### config.mk
export PLATFORM = sky130hd
export DESIGN_NAME = wb_stage_ext
export DESIGN_NICKNAME = d
export VERILOG_FILES = /design/src/rtl/wb_stage_ext.sv
export SDC_FILE = /design/constraint.sdc
export NUM_CORES = 1
export LEC_CHECK = 0
export ABC_CLOCK_PERIOD_IN_PS = 1900
export BUFFER_PORTS_ARGS = -buffer_cell sky130_fd_sc_hd__clkbuf_2
export CORE_ASPECT_RATIO = 2
export CORE_MARGIN = 3
export CORE_UTILIZATION = 44
export DETAILED_ROUTE_END_ITERATION = 10
export GPL_ROUTABILITY_DRIVEN = 0
export GPL_TIMING_DRIVEN = 0
export PLACE_DENSITY = 0.76
export SYNTH_ARGS = -nofsm -noshare
export SYNTH_HDL_FRONTEND = slang
export SYNTH_SLANG_ARGS = --single-unit
export TNS_END_PERCENT = 1
### constraint.sdc
create_clock -name clk -period 1.9 [get_ports clk]
set_input_delay 0.38 -clock clk [delete_from_list [all_inputs] [get_ports clk]]
set_output_delay 0.38 -clock clk [all_outputs]
set_load 0.1 [all_outputs]
### src/rtl/wb_stage_ext.sv
// MEM/WB pipeline register with load extraction and write-back value selection.
// Optional retire counter (wb_retire_cnt) enabled by defining WB_RETIRE_CNT_EN.
module wb_stage_ext #(
    parameter int               XLEN     = 32,
    parameter int               REG_AW   = 5,
    parameter logic [XLEN-1:0]  RESET_PC = '0
) (
    input  logic              clk,
    input  logic              rst,
    input  logic              mem_valid,
    input  logic [31:0]       mem_instr,
    input  logic [XLEN-1:0]   mem_pc,
    input  logic [REG_AW-1:0] mem_dstreg_num,
    input  logic              mem_reg_we,
    input  logic [1:0]        mem_wb_sel,
    input  logic [XLEN-1:0]   mem_alu_result,
    input  logic [2:0]        mem_load_funct3,
    input  logic [2:0]        mem_load_addr_lo,
    input  logic [XLEN-1:0]   mem_load_value,
    input  logic              wb_stall,
    input  logic              wb_flush,
    output logic              wb_valid,
    output logic [31:0]       wb_instr,
    output logic [XLEN-1:0]   wb_pc,
    output logic [REG_AW-1:0] wb_dstreg_num,
    output logic [XLEN-1:0]   wb_dstreg_value,
`ifdef WB_RETIRE_CNT_EN
    output logic              wb_reg_we,
    output logic [63:0]       wb_retire_cnt
`else
    output logic              wb_reg_we
`endif
);

    logic              valid_q, valid_d;
    logic              reg_we_q, reg_we_d;
    logic [31:0]       instr_q, instr_d;
    logic [XLEN-1:0]   pc_q, pc_d;
    logic [REG_AW-1:0] dst_q, dst_d;
    logic [1:0]        sel_q, sel_d;
    logic [XLEN-1:0]   res_q, res_d;
    logic [2:0]        funct3_q, funct3_d;
    logic [2:0]        addr_lo_q, addr_lo_d;
    logic [XLEN-1:0]   load_q, load_d;

    // The link value replaces the ALU result at capture, so WB only muxes ALU vs load.
    always_comb begin
        valid_d   = valid_q;
        reg_we_d  = reg_we_q;
        instr_d   = instr_q;
        pc_d      = pc_q;
        dst_d     = dst_q;
        sel_d     = sel_q;
        res_d     = res_q;
        funct3_d  = funct3_q;
        addr_lo_d = addr_lo_q;
        load_d    = load_q;
        if (wb_flush) begin
            valid_d  = 1'b0;
            reg_we_d = 1'b0;
        end else if (!wb_stall) begin
            valid_d   = mem_valid;
            reg_we_d  = mem_reg_we;
            instr_d   = mem_instr;
            pc_d      = mem_pc;
            dst_d     = mem_dstreg_num;
            sel_d     = mem_wb_sel;
            res_d     = (mem_wb_sel == 2'b10) ? mem_pc + XLEN'(4) : mem_alu_result;
            funct3_d  = mem_load_funct3;
            addr_lo_d = mem_load_addr_lo;
            load_d    = mem_load_value;
        end
    end

    always_ff @(posedge clk) begin
        if (rst) begin
            valid_q   <= 1'b0;
            reg_we_q  <= 1'b0;
            instr_q   <= 32'h0000_0013;
            pc_q      <= RESET_PC;
            dst_q     <= '0;
            sel_q     <= 2'b00;
            res_q     <= '0;
            funct3_q  <= 3'b000;
            addr_lo_q <= 3'b000;
            load_q    <= '0;
        end else begin
            valid_q   <= valid_d;
            reg_we_q  <= reg_we_d;
            instr_q   <= instr_d;
            pc_q      <= pc_d;
            dst_q     <= dst_d;
            sel_q     <= sel_d;
            res_q     <= res_d;
            funct3_q  <= funct3_d;
            addr_lo_q <= addr_lo_d;
            load_q    <= load_d;
        end
    end

    logic [5:0]      byte_sh, half_sh, word_sh;
    logic [7:0]      byte_v;
    logic [15:0]     half_v;
    logic [31:0]     word_v;
    logic [XLEN-1:0] word_sx, word_zx;
    logic [XLEN-1:0] load_ext;

    // Lane offsets; at XLEN=32 the top offset bit has no lane to select.
    always_comb begin
        if (XLEN == 64) begin
            byte_sh = {addr_lo_q, 3'b000};
            half_sh = {addr_lo_q[2:1], 4'b0000};
            word_sh = {addr_lo_q[2], 5'b00000};
        end else begin
            byte_sh = {1'b0, addr_lo_q[1:0], 3'b000};
            half_sh = {1'b0, addr_lo_q[1], 4'b0000};
            word_sh = 6'd0;
        end
        byte_v = 8'(load_q >> byte_sh);
        half_v = 16'(load_q >> half_sh);
        word_v = 32'(load_q >> word_sh);
    end

    generate
        if (XLEN == 64) begin : g_word64
            assign word_sx = {{(XLEN-32){word_v[31]}}, word_v};
            assign word_zx = {{(XLEN-32){1'b0}}, word_v};
        end else begin : g_word32
            assign word_sx = word_v;
            assign word_zx = word_v;
        end
    endgenerate

    always_comb begin
        load_ext = load_q;
        case (funct3_q)
            3'b000:  load_ext = {{(XLEN-8){byte_v[7]}}, byte_v};
            3'b100:  load_ext = {{(XLEN-8){1'b0}}, byte_v};
            3'b001:  load_ext = {{(XLEN-16){half_v[15]}}, half_v};
            3'b101:  load_ext = {{(XLEN-16){1'b0}}, half_v};
            3'b010:  load_ext = word_sx;
            3'b110:  load_ext = (XLEN == 64) ? word_zx : word_sx;
            3'b011:  load_ext = (XLEN == 64) ? load_q : word_sx;
            default: load_ext = load_q;
        endcase
    end

    assign wb_valid        = valid_q;
    assign wb_instr        = instr_q;
    assign wb_pc           = pc_q;
    assign wb_dstreg_num   = dst_q;
    assign wb_dstreg_value = (sel_q == 2'b01) ? load_ext : res_q;
    assign wb_reg_we       = valid_q & reg_we_q & (dst_q != '0);

`ifdef WB_RETIRE_CNT_EN
    logic [63:0] retire_cnt_q, retire_cnt_d;

    // Counts only edges that actually retire a real instruction into WB.
    always_comb begin
        retire_cnt_d = retire_cnt_q + 64'(mem_valid & ~wb_flush & ~wb_stall);
    end

    always_ff @(posedge clk) begin
        if (rst) begin
            retire_cnt_q <= '0;
        end else begin
            retire_cnt_q <= retire_cnt_d;
        end
    end

    assign wb_retire_cnt = retire_cnt_q;
`endif

endmodule

==> summary.md <==
| Metric | Value |
|---|---|
| Peak supply drop | `0.000642 V` |
| Pins Over Slew Limit | `0` |
| Hold EP | `funct3_q[0]$_SDFFE_PP0P_` |
| Synthesized cell area | `0.00651 mm^2` |
| Multiplexer share of the synthesized area | `3.94%` |
| CTS tree | `done` |
| Hold depth | `3` |
| Setup Crit Path Kind | `flop to output pin` |
| Final Hold Violating Endpoints | `0` |
| Via/cell ratio | `5.47` |
| Yosys top cell area share | `43.7%` |
| Fraction of registers with async set/reset | `0%` |
| Fillers | `1,254` |
| Clock slew at reported path FFs | `0.07 ns` |
| Pre-Repair DR Iteration Count | `5` |
| Dpl hpwl | `18,800 um` |
| CP Cell Sequence | `mux4_2 > nor2_4 > nor4b_4 > nor2_4 > clkbuf_8 > a21oi_4 > clkbuf_16` |
| CP endpoint kind | `output pin` |
| Failing checks | `setup timing` |
| Highest Clock Rate | `377 MHz` |
| Max cap viols | `0` |
| Yosys Warn Count | `0` |
| Tcrit/Tclk final | `140%` |
| CORE AREA | `0.0144 mm^2` |
| Max Root-Sink Buffers | `2` |
| Flop-to-flop setup slack | `0.37 ns` |
| Largest family of logic cells by synthesized area | `simple AND/OR/NAND/NOR gates` |
| EDFF count, synth | `0` |
| Worst EP arrival | `2.27 ns` |
| Hold Path Class | `input pin to flop` |
| Synth Net Count | `1,001` |
| Count leader, synth | `nand2_1` |
| CP most frequent cell | `nor2_4` |
| Worst hold slack | `0.162 ns` |
| Area delta synth->final | `48.1%` |
| Clock Skews | `0 ns` |
| Main synth FF type | `dfxtp_1` |
| Synth area leader | `dfxtp_1` |
| Die W | `92 um` |
| Mapped Cells | `853` |
| Setup ws final | `-0.754 ns` |
| Ranking of synthesized cells by area | `dfxtp_1, nand2_1, a21oi_1` |
| Cts hold-fix bufs | `0` |
| Gr usage total | `29.5%` |
| Most common library cells after synthesis | `nand2_1, a21oi_1, dfxtp_1` |
| Core Rows | `62` |
| Synthesized-area fraction occupied by adder cells | `0.192%` |
| Final min period | `2.65 ns` |
| Final ANT Viol Nets | `0` |
| Port bufs | `247` |
| Routed len/inst | `18.7 um` |
| Worst r2r path cells | `4` |
| Share of cells above drive strength 1 | `32.4%` |
| Critical Path RT | `1.52 ns` |
| Setup Viol. Count Final | `33` |
| Total power | `0.00913 W` |
| Clock Sink Count | `142` |
| DR vias | `7,263` |
| Leakage Power | `4.00 nW` |
| First-pass GRT wire length | `37,200 um` |
| Die ar. | `0.0164 mm^2` |
| DRC viols | `0` |
| Die height | `178 um` |
| Critical path's slowest cell | `mux4_2` |
| Drt first-iter violations | `350` |
| Setup crit start kind | `flop` |
| Tightest Pin Transition | `0.632 ns` |
| Worst-skew pair later-pin latency | `0.43 ns` |
| Slowest Stage Delay on Critical Path | `0.55 ns` |
| Congestion Overflow GR | `0` |
| H-tree Lvls | `4` |
| Num CTS Buffers | `17` |
| Nets@finish | `1,270` |
| Drt total wl | `24,800 um` |
| Status | `complete, but fails checks` |
| Simple-gate area share of the yosys netlist | `23.7%` |
| Initial core utilization | `45.1%` |
| Clock root cell | `clkbuf_16` |
| Crit-path max FO | `5` |
| Sequential cell area fraction in the yosys report | `43.7%` |
| Slew HR | `57.9%` |
| R2r startpoint | `funct3_q[1]$_SDFFE_PP0P_` |
| Pin count of the biggest net entering global routing | `17` |
| Yosys cell types | `53` |
| Worst Hold Launch | `mem_load_funct3[0]` |
| PD cells | `947 mW/mm^2` |
| Synthesized area per cell | `7.63 um^2` |
| Ports | `250` |
| XOR/XNOR Fraction of Synth Area | `3.50%` |
| Number of antenna violations at the first check in global routing | `2` |
| Worst R2R End | `funct3_q[1]$_SDFFE_PP0P_` |
| Vias in the first global route | `7,119` |
| RSZ-0062 raised after global routing | `true` |
| Compound-gate portion of the synthesized area | `20.4%` |
| Synth Register Bits | `142` |
[cell families (layout without fill, tap and decap cells)]
logic type      Yosys count  in the layout
compound gates          228            228
xor+xnor                 26             26
other cells               0              2
buf+inv                  74            356
flops                   142            142
mux                      19             19
simple gates            363            363
fa+ha+maj                 1              1
[timing repair]
| item | 4_1_cts | 5_1_grt |
|---|---|---|
| buffers inserted | 2 | 1 |
| pin swaps | 19 | 0 |
| gates resized for setup | 124 | 16 |
| setup endpoints to repair | 96 | 65 |
| cloned | 1 | 0 |
[how the worst max path moves through the flow]
stage	endpoint	slack, ns	cells past startpoint	from
after global routing	wb_dstreg_value[20]	-0.80	7	addr_lo_q[0]$_SDFFE_PP0P_
after detailed placement	wb_dstreg_value[2]	-0.97	6	addr_lo_q[1]$_SDFFE_PP0P_
final	wb_dstreg_value[20]	-0.75	7	addr_lo_q[0]$_SDFFE_PP0P_
after floorplan	wb_dstreg_value[20]	-0.43	6	addr_lo_q[0]$_SDFFE_PP0P_
after global placement	wb_dstreg_value[2]	-0.96	6	addr_lo_q[1]$_SDFFE_PP0P_
after CTS	wb_dstreg_value[13]	-0.74	6	addr_lo_q[0]$_SDFFE_PP0P_
[stage by stage]
step / setup TNS (ns) / util, % / instances / instance area, um^2 / setup slack (ns)
finish: -22.16 / 66.8 / 1329 / 9640 / -0.754
floorplan: -11.15 / - / 853 / 6780 / -0.428
CTS: -22.22 / 66.6 / 1326 / 9610 / -0.744
global route: -23.94 / 66.8 / 1329 / 9640 / -0.801
global placement: -72.67 / 57.2 / 1292 / 8250 / -0.962
detailed placement: -78.33 / 57.2 / 1292 / 8250 / -0.970
[where the power goes]
| part | internal (W) | switching (W) | total (W) |
|---|---|---|---|
| Clock | 0.00227 | 0.00138 | 0.00366 |
| Sequential | 0.00313 | 0.000119 | 0.00325 |
| Combinational | 0.000662 | 0.00156 | 0.00223 |
[registers in the layout (all words and copies together) (netlist names)]
name,count
load_q,32
res_q,32
wb_instr,32
wb_pc,32
wb_dstreg_num,5
funct3_q,3
addr_lo_q,2
sel_q,2
reg_we_q,1
wb_valid,1
[metal layers]
| metal | vias to the layer above | global-route usage (%) | part of all wire, % |
|---|---|---|---|
| li1 | 3470 | - | - |
| met1 | 3385 | 29.9 | 35 |
| met2 | 322 | 54.7 | 54 |
| met3 | 86 | 4.81 | 4.9 |
| met4 | 0 | 19.4 | 6.0 |
| met5 | - | 0 | 0 |
[area by class of cell]
class	count	area, um^2	share of cell area, %
timing repair buffer	251	1880	19.5
buffer	65	319	3.31
clock inverter	13	186	1.93
antenna	2	5.00	0.0519
inverter	8	30.0	0.311
tap	192	240	2.49
sequential	142	2850	29.6
clock buffer	19	453	4.70
multi-input combinational	637	3670	38.1
[critical path: cells and delay by family (launching register included)]
family,cells,cell delay [ns]
AO/OA/AOI/OAI,1,0.08
buffers and inverters,2,0.44
flip-flops,1,0.36
multiplexers,1,0.55
AND/OR/NAND/NOR,3,0.42
[cell usage in the layout, fill, tap and decap left out, drive strengths merged, types with 10 or more instances in the layout]
cell type  netlist  final
dfxtp          142    142
buf              6     12
a211oi          10     10
nand2          259    259
clkbuf          60    323
a21oi          147    147
nor2            39     39
o22ai           20     20
and3            10     10
a22oi           18     18
mux2i           11     11
inv              8     10
nand3           14     14
xnor2           20     20
(Power assumes the default switching activity.)
